<file path="src/rtl/mp_add_ctrl.sv">
// mp_add_ctrl: multi-precision add sequencer around one WIDTH-bit add stage.
// Operand word pairs stream in LS word first; the inter-word carry is kept
// internally and registered sum words stream out under valid/ready.
//
// Optional feature macro: MP_ADD_SUB_EN
//   defined   -> adds the 'sub' input; sub=1 computes A - B (carry_out=1 means
//                no borrow)
//   undefined -> add only, initial carry is 0
//
// state | meaning
// ------+-------------------------------------------------------------
// IDLE  | waiting for a start with a legal word count
// RUN   | accepting operand words, one sum word per accepted pair
// DRAIN | last sum word waits for the downstream handshake

module mp_add_ctrl #(
    parameter  int WIDTH = 32,
    parameter  int MAXW  = 8,
    localparam int NW    = $clog2(MAXW + 1)
) (
    input  logic             clk,
    input  logic             rst_n,
    input  logic             start,
    input  logic [NW-1:0]    nwords,
`ifdef MP_ADD_SUB_EN
    input  logic             sub,
`endif
    output logic             busy,
    output logic             done,
    output logic             carry_out,
    input  logic             in_valid,
    output logic             in_ready,
    input  logic [WIDTH-1:0] in_a,
    input  logic [WIDTH-1:0] in_b,
    output logic             out_valid,
    input  logic             out_ready,
    output logic [WIDTH-1:0] out_sum,
    output logic             out_last
);

    typedef enum logic [1:0] {
        S_IDLE  = 2'd0,
        S_RUN   = 2'd1,
        S_DRAIN = 2'd2
    } state_t;

    state_t           state_q;
    logic [NW-1:0]    cnt_q;
    logic             carry_q;
    logic             carry_out_q;
    logic             busy_q;
    logic             done_q;
    logic             out_valid_q;
    logic [WIDTH-1:0] out_sum_q;
    logic             out_last_q;
`ifdef MP_ADD_SUB_EN
    logic             sub_q;
`endif

    logic [WIDTH:0]   add_d;
    logic [WIDTH-1:0] b_eff_d;
    logic             in_ready_d;
    logic             in_fire_d;
    logic             out_fire_d;
    logic             start_ok_d;
    logic             carry_init_d;
    logic             last_word_d;

    // Handshake qualification and the shared add stage for the current word.
    always_comb begin
        b_eff_d      = in_b;
        carry_init_d = 1'b0;
`ifdef MP_ADD_SUB_EN
        if (sub_q) begin
            b_eff_d = ~in_b;
        end
        carry_init_d = sub;
`endif
        add_d       = {1'b0, in_a} + {1'b0, b_eff_d} + {{WIDTH{1'b0}}, carry_q};
        in_ready_d  = (state_q == S_RUN) && (!out_valid_q || out_ready);
        in_fire_d   = in_valid && in_ready_d;
        out_fire_d  = out_valid_q && out_ready;
        start_ok_d  = start && (nwords != '0) && (nwords <= NW'(MAXW));
        last_word_d = (cnt_q == NW'(1));
    end

    // Sequencer FSM with all datapath and status registers.
    always_ff @(posedge clk) begin
        if (!rst_n) begin
            state_q     <= S_IDLE;
            cnt_q       <= '0;
            carry_q     <= 1'b0;
            carry_out_q <= 1'b0;
            busy_q      <= 1'b0;
            done_q      <= 1'b0;
            out_valid_q <= 1'b0;
            out_sum_q   <= '0;
            out_last_q  <= 1'b0;
`ifdef MP_ADD_SUB_EN
            sub_q       <= 1'b0;
`endif
        end else begin
            done_q <= 1'b0;
            case (state_q)
                S_IDLE: begin
                    if (start_ok_d) begin
                        state_q     <= S_RUN;
                        busy_q      <= 1'b1;
                        cnt_q       <= nwords;
                        carry_q     <= carry_init_d;
                        carry_out_q <= 1'b0;
`ifdef MP_ADD_SUB_EN
                        sub_q       <= sub;
`endif
                    end
                end
                S_RUN: begin
                    if (in_fire_d) begin
                        out_sum_q   <= add_d[WIDTH-1:0];
                        carry_q     <= add_d[WIDTH];
                        out_valid_q <= 1'b1;
                        out_last_q  <= last_word_d;
                        cnt_q       <= cnt_q - NW'(1);
                        if (last_word_d) begin
                            state_q     <= S_DRAIN;
                            carry_out_q <= add_d[WIDTH];
                        end
                    end else if (out_fire_d) begin
                        out_valid_q <= 1'b0;
                    end
                end
                S_DRAIN: begin
                    // The only word left in flight here is the last one.
                    if (out_fire_d) begin
                        out_valid_q <= 1'b0;
                        out_last_q  <= 1'b0;
                        done_q      <= 1'b1;
                        busy_q      <= 1'b0;
                        state_q     <= S_IDLE;
                    end
                end
                default: begin
                    state_q     <= S_IDLE;
                    busy_q      <= 1'b0;
                    out_valid_q <= 1'b0;
                    out_last_q  <= 1'b0;
                end
            endcase
        end
    end

    assign busy      = busy_q;
    assign done      = done_q;
    assign carry_out = carry_out_q;
    assign in_ready  = in_ready_d;
    assign out_valid = out_valid_q;
    assign out_sum   = out_sum_q;
    assign out_last  = out_last_q;

endmodule

</file>
<file path="config.mk">
export PLATFORM = sky130hd
export DESIGN_NAME = mp_add_ctrl
export DESIGN_NICKNAME = d
export VERILOG_FILES = /design/src/rtl/mp_add_ctrl.sv
export SDC_FILE = /design/constraint.sdc
export NUM_CORES = 1
export LEC_CHECK = 0
export ABC_AREA = 1
export ABC_CLOCK_PERIOD_IN_PS = 2350
export BUFFER_PORTS_ARGS = -buffer_cell sky130_fd_sc_hd__buf_2
export CORE_AREA = 2 2 92 94
export DETAILED_ROUTE_END_ITERATION = 16
export DIE_AREA = 0 0 94 96
export GPL_ROUTABILITY_DRIVEN = 1
export PLACE_DENSITY_LB_ADDON = 0.2
export SLEW_MARGIN = 10
export SYNTH_ARGS = -nofsm -noshare
export SYNTH_HDL_FRONTEND = slang
export SYNTH_SLANG_ARGS = --single-unit
</file>
<file path="constraint.sdc">
create_clock -name clk -period 2.35 [get_ports clk]
set_input_delay 0.235 -clock clk [delete_from_list [all_inputs] [get_ports clk]]
set_output_delay 0.235 -clock clk [all_outputs]
set_load 0.03 [all_outputs]
</file>
## After elaboration in Yosys (flattened, before gate mapping)

Index checks and enable logic that the tools add are counted.

- Memory bits (writable): 0
- Logic and storage cells: 62
- ROM bits: 0
- Bits of input ports: 73
- Register bits after elaboration: 44
- Bits in latches: 0
- Memories kept: 0

- Multiplexer cells: 23
- Shift-type cells: 0
- Bitwise gates (word level): 2
- $mul: 0
- $add $sub $neg: 3
- Order comparisons: 1
- Equal/unequal tests: 7
- Div/mod/pow operators: 0
- Reductions and logical operators: 17

Operators with widths:

| kind | count |
|---|---|
| $add 32x32->33 | 1 |
| $add 33x1->33 | 1 |
| $mux 1 | 10 |
| $pmux 1 s3 | 3 |
| $reduce_and 3->1 | 3 |
| $mux 2 | 4 |
| $mux 4 | 2 |
| $ne 2x2->1 const B | 4 |
| $pmux 4 s2 | 1 |
| $reduce_and 4->1 | 2 |
| $pmux 2 s3 | 1 |
| $logic_and 1x1->1 | 5 |
| $eq 4x1->1 const B | 1 |
| $le 4x4->1 const B | 1 |
| $pmux 1 s2 | 2 |
| $reduce_and 2->1 | 2 |
| $reduce_bool 4->1 | 1 |
| $sub 4x1->4 const B | 1 |
| $eq 2x1->1 const B | 1 |
| $eq 2x2->1 const B | 1 |
| $logic_not 2->1 | 1 |
| $not 1->1 | 2 |
| $reduce_bool 2->1 | 1 |
| $logic_not 1->1 | 1 |
| $logic_or 1x1->1 | 1 |

## Depth between registers and ports, before layout

- Depth in word-level cells: 6
- Depth in mapped cells: 15
- Gate-level depth less buffers: 15

## Worst setup path after synthesis

Ideal clock, no wire load.

- Path type: register to register
- Start: register carry_q
- End: register out_sum_q[16], in the netlist out_sum[16]
- Period minus slack after synthesis: 1.841 ns
- Cell stages (with the launch flop): 15
- Setup time: 0.109 ns
- Required time: 2.241 ns
- Path slack: 0.509 ns
- Buffers on the path: 0
- Data arrival time: 1.733 ns
- Cells stage by stage: dfxtp_1 > fa_1 > inv_1 > fa_1 > inv_1 > nand3_1 > nand3_1 > nand2_1 > nand2_2 > nand2_1 > nand2_1 > xnor2_1 > nand2_1 > nand2_1 > inv_1

- Word-level cells in the longest chain between the ends: 1

RTL lines:

| what | line | text |
|---|---|---|
| start, declared | 49 | `logic carry_q;` |
| start signal, assigned | 110 | `carry_q <= carry_init_d;` |
| start signal, assigned | 120 | `carry_q <= add_d[WIDTH];` |
| $add 33x1->33 | 79 | `add_d = {1'b0, in_a} + {1'b0, b_eff_d} + {{WIDTH{1'b0}}, carry_q};` |
| end signal, assigned | 119 | `out_sum_q <= add_d[WIDTH-1:0];` |
| end, declared | 54 | `logic [WIDTH-1:0] out_sum_q;` |

No other way between the ends.
A chain may end at the register's enable or synchronous reset.

## Worst setup path in the final report

Same ends and word-level chain as after synthesis.

==> impl_results.md <==
* R2r setup slk at 0.22 ns
* Max cap viols at 0
* CTS tree: yes
* Hold Crit Endpoint: cnt_q[3]
* Grt total ovfl at 0
* Area Overhead vs Synth at 18.2%
* CP Cell Sequence: fa_2 > inv_1 > fa_1 > inv_1 > nand3_1 > nand3_1 > nand2_1 > nand2_2 > nand2_1 > nand2_1 > xnor2_1 > nand2_1 > nand2_1 > inv_1
* Yosys warns at 0
* Status: finished, final reports clean
* Hold Startpoint: nwords[3]
* HP Class: in2reg
* Via/cell ratio at 4.96
* Area after DPL at 4990 µm²
* RSZ-0062 raised after global routing: false
* DRT Pass-1 Iters at 5
* Die width at 94 µm
* CTS Buffer Depth at 2
* WL final at 11.8 mm
* Insertion delay to the later sink of the worst-skew pair at 0.29 ns
* Final setup TNS at 0 ns
* FF/Latch Area at 881 µm²
* DR DRC count at 0
* Filler cells at 833
* Hpwl dp at 9.89 mm
* Seq/Total Area, Yosys at 20.3%
* Critical path launch point type: register
* Avg WL per Cell at 12.1 µm
* DIE AREA at 9020 µm²
* Antenna viol nets, final at 0
* Drt initial violations at 244
* Die Height at 96 µm
* R2R depth at 14
* Most used cell, CP: nand2_1
* Clock-pin slew on the worst setup and hold paths at 0.08 ns
* Synth top area share at 22.3%
* Reg2reg start: carry_q
* Postcts setup bufs at 0
* Design area at 5120 µm²
* Worst Max-Slew Pin Slew at 0.665 ns
* Final Slew Violations at 0
* Crit-path slowest cell: dfxtp_1
* Final std cells w/o fill at 970
* Top cell type by total area after synthesis: nand2_1
* I/O pins at 111
* CP max stage delay at 0.39 ns
* Synth top area cells: nand2_1 22%, dfxtp_1 20%, inv_1 14%, ha_1 10%, nand3_1 5.1%
* Global Route Usage Sum at 26.7%
* Pleak at 3.24 nW
* Synth Instances at 756
* Maximum number of pins on one net before global-route repair at 41
* Minimum clock period at 2.13 ns
* Clock sink total at 44
* Post-Syn Area at 4330 µm²
* Vias at 4,810
* Root Buffer: clkbuf_8
* Clock buffer count from CTS at 5
* Final #Nets at 975
* Standard-cell rows at 33
* Core box area at 8050 µm²
* Worst EP arrival at 2.33 ns
* Post-Place Cells at 962
* WS Path Type: reg2reg
* RD Place Congestion at 0.908
* Final hold violation count at 0
* Flop and latch count out of synthesis at 44
* H-tree levels at 2
* Buffers on Ports at 110
* Hold Path Stages at 3
* Initial antenna violation count at 0
* Req. time, crit path at 2.55 ns
* Number of global-route vias before repair at 4,449
* Clock Skew at 0.00396 ns
* Period utilization at 90.6%
* Total Power at 3.67 mW
* Max Freq at 470 MHz
* Hold_buf cts at 0
* Initial Util at 53.8%
* Multi-input gate area at 2780 µm²
* CP max FO at 3
* Setup violators final at 0
* Reg2reg end: out_sum[16]
* Slew HR at 55.7%
* Syn Area/Cell at 5.73 µm²
* Post-Syn Nets at 867
* VDD IR-drop max at 0.000459 V
* Pwr per Cell Area at 716 nW/µm²
* Layout cells sized above 1 at 16.1%
* Netlist cell types at 32
* CP Capture Type: register
* Ant. Diodes at 0
* First-pass GRT wire length at 19.3 mm
-- area by class of cell --
cell class | count | area share [%]
repair buffers | 112 | 11.3
flip-flops and latches | 44 | 17.2
clock inverters | 2 | 0.758
inverters | 167 | 12.2
well taps | 105 | 2.57
multi-input cells | 534 | 54.3
clock buffers | 6 | 1.61
-- cells in the final DEF, fill, tap and decap left out, types with 2 or more instances in the layout --
| cell type | instances |
|---|---|
| a21oi_1 | 37 |
| buf_2 | 110 |
| clkbuf_8 | 6 |
| dfxtp_1 | 44 |
| ha_1 | 36 |
| inv_1 | 165 |
| inv_2 | 2 |
| nand2_1 | 257 |
| nand2_2 | 9 |
| nand3_1 | 43 |
| nand3_2 | 3 |
| nand4_1 | 4 |
| nor2_1 | 56 |
| nor3_1 | 4 |
| o21a_1 | 17 |
| o21ai_0 | 18 |
| o21ai_1 | 11 |
| o21bai_1 | 14 |
| xnor2_1 | 3 |
| xor2_1 | 11 |
-- what timing repair did --
item / CTS / global route
gates resized for setup: 0 / 2
setup endpoints to repair: 0 / 5
endpoints found under the hold margin: 0 / 0
-- power breakdown --
| part | leakage (nW) | total (mW) | switching [mW] | internal, mW |
|---|---|---|---|---|
| logic | 2.82 | 2.00 | 1.32 | 0.674 |
| clock network | 0.0614 | 0.611 | 0.263 | 0.348 |
| registers | 0.360 | 1.06 | 0.114 | 0.944 |
| total | 3.24 | 3.67 | 1.70 | 1.97 |
-- per-stage QoR --
step / util (%) / worst slack (ns) / hold WS, ns
floorplan: - / 0.509 / 0.396
global placement: 62.0 / 0.268 / 0.449
detailed placement: 62.0 / 0.164 / 0.462
global route: 63.6 / 0.000982 / 0.237
CTS: 63.5 / 0.178 / 0.223
finish: 63.6 / 0.221 / 0.237
-- routing by layer --
metal	vias to the layer above	share of wire [%]	track usage, %
li1	2524	-	-
met1	2131	42	31.5
met2	132	50	50.4
met3	23	5.0	2.98
met4	0	2.6	8.33
met5	-	0	0
-- flip-flops by register name, indices dropped and copies added (netlist names) --
register	count
carry_q	1
out_last	1
out_valid	1
done	1
carry_out	1
state_q	2
busy	1
cnt_q	4
out_sum	32
-- worst max-delay path by stage --
stage | from | end | slack [ns] | depth (start not counted)
3_5_place_dp | in_a[0] | out_sum[28] | 0.16 | 15
6_report | carry_q | out_sum[16] | 0.22 | 14
3_3_place_gp | in_a[0] | out_sum[28] | 0.27 | 15
4_1_cts | carry_q | out_sum[28] | 0.18 | 13
2_1_floorplan | carry_q | out_sum[16] | 0.51 | 14
5_1_grt | carry_q | carry_q | 0.001 | 14
-- kinds of logic (layout without fill, tap and decap cells) --
kind of cell | after synthesis | in the layout | synth area share, %
and+or+nand+nor | 379 | 379 | 35.7
buffers and inverters | 178 | 287 | 15.7
AOI/OAI and AO/OA | 103 | 103 | 14.2
DFF | 44 | 44 | 20.3
adders and majority gates | 38 | 38 | 11.3
xor gates and xnor gates | 14 | 14 | 2.83
-- synth_stat cells --
cell / number
a211oi_1: 1
a21oi_1: 37
a22oi_2: 1
a31oi_1: 1
buf_1: 1
buf_2: 5
buf_4: 1
clkbuf_1: 4
dfxtp_1: 44
fa_1: 2
ha_1: 36
inv_1: 165
inv_2: 2
nand2_1: 257
nand2_2: 9
nand2_4: 1
nand3_1: 44
nand3_2: 2
nand4_1: 4
nor2_1: 56
nor2_2: 1
nor2_4: 1
nor3_1: 4
o211a_1: 1
o211ai_1: 1
o21a_1: 17
o21ai_0: 18
o21ai_1: 11
o21bai_1: 14
o22ai_1: 1
xnor2_1: 3
xor2_1: 11
-- critical path: cells and delay by family, from the launching register on --
family / cells / cell delay, ns
DFF: 1 / 0.39
and+or+nand+nor: 8 / 0.67
buffers and inverters: 3 / 0.20
xor gates and xnor gates: 1 / 0.12
adders and majority gates: 2 / 0.64
(Power assumes the default switching activity.)
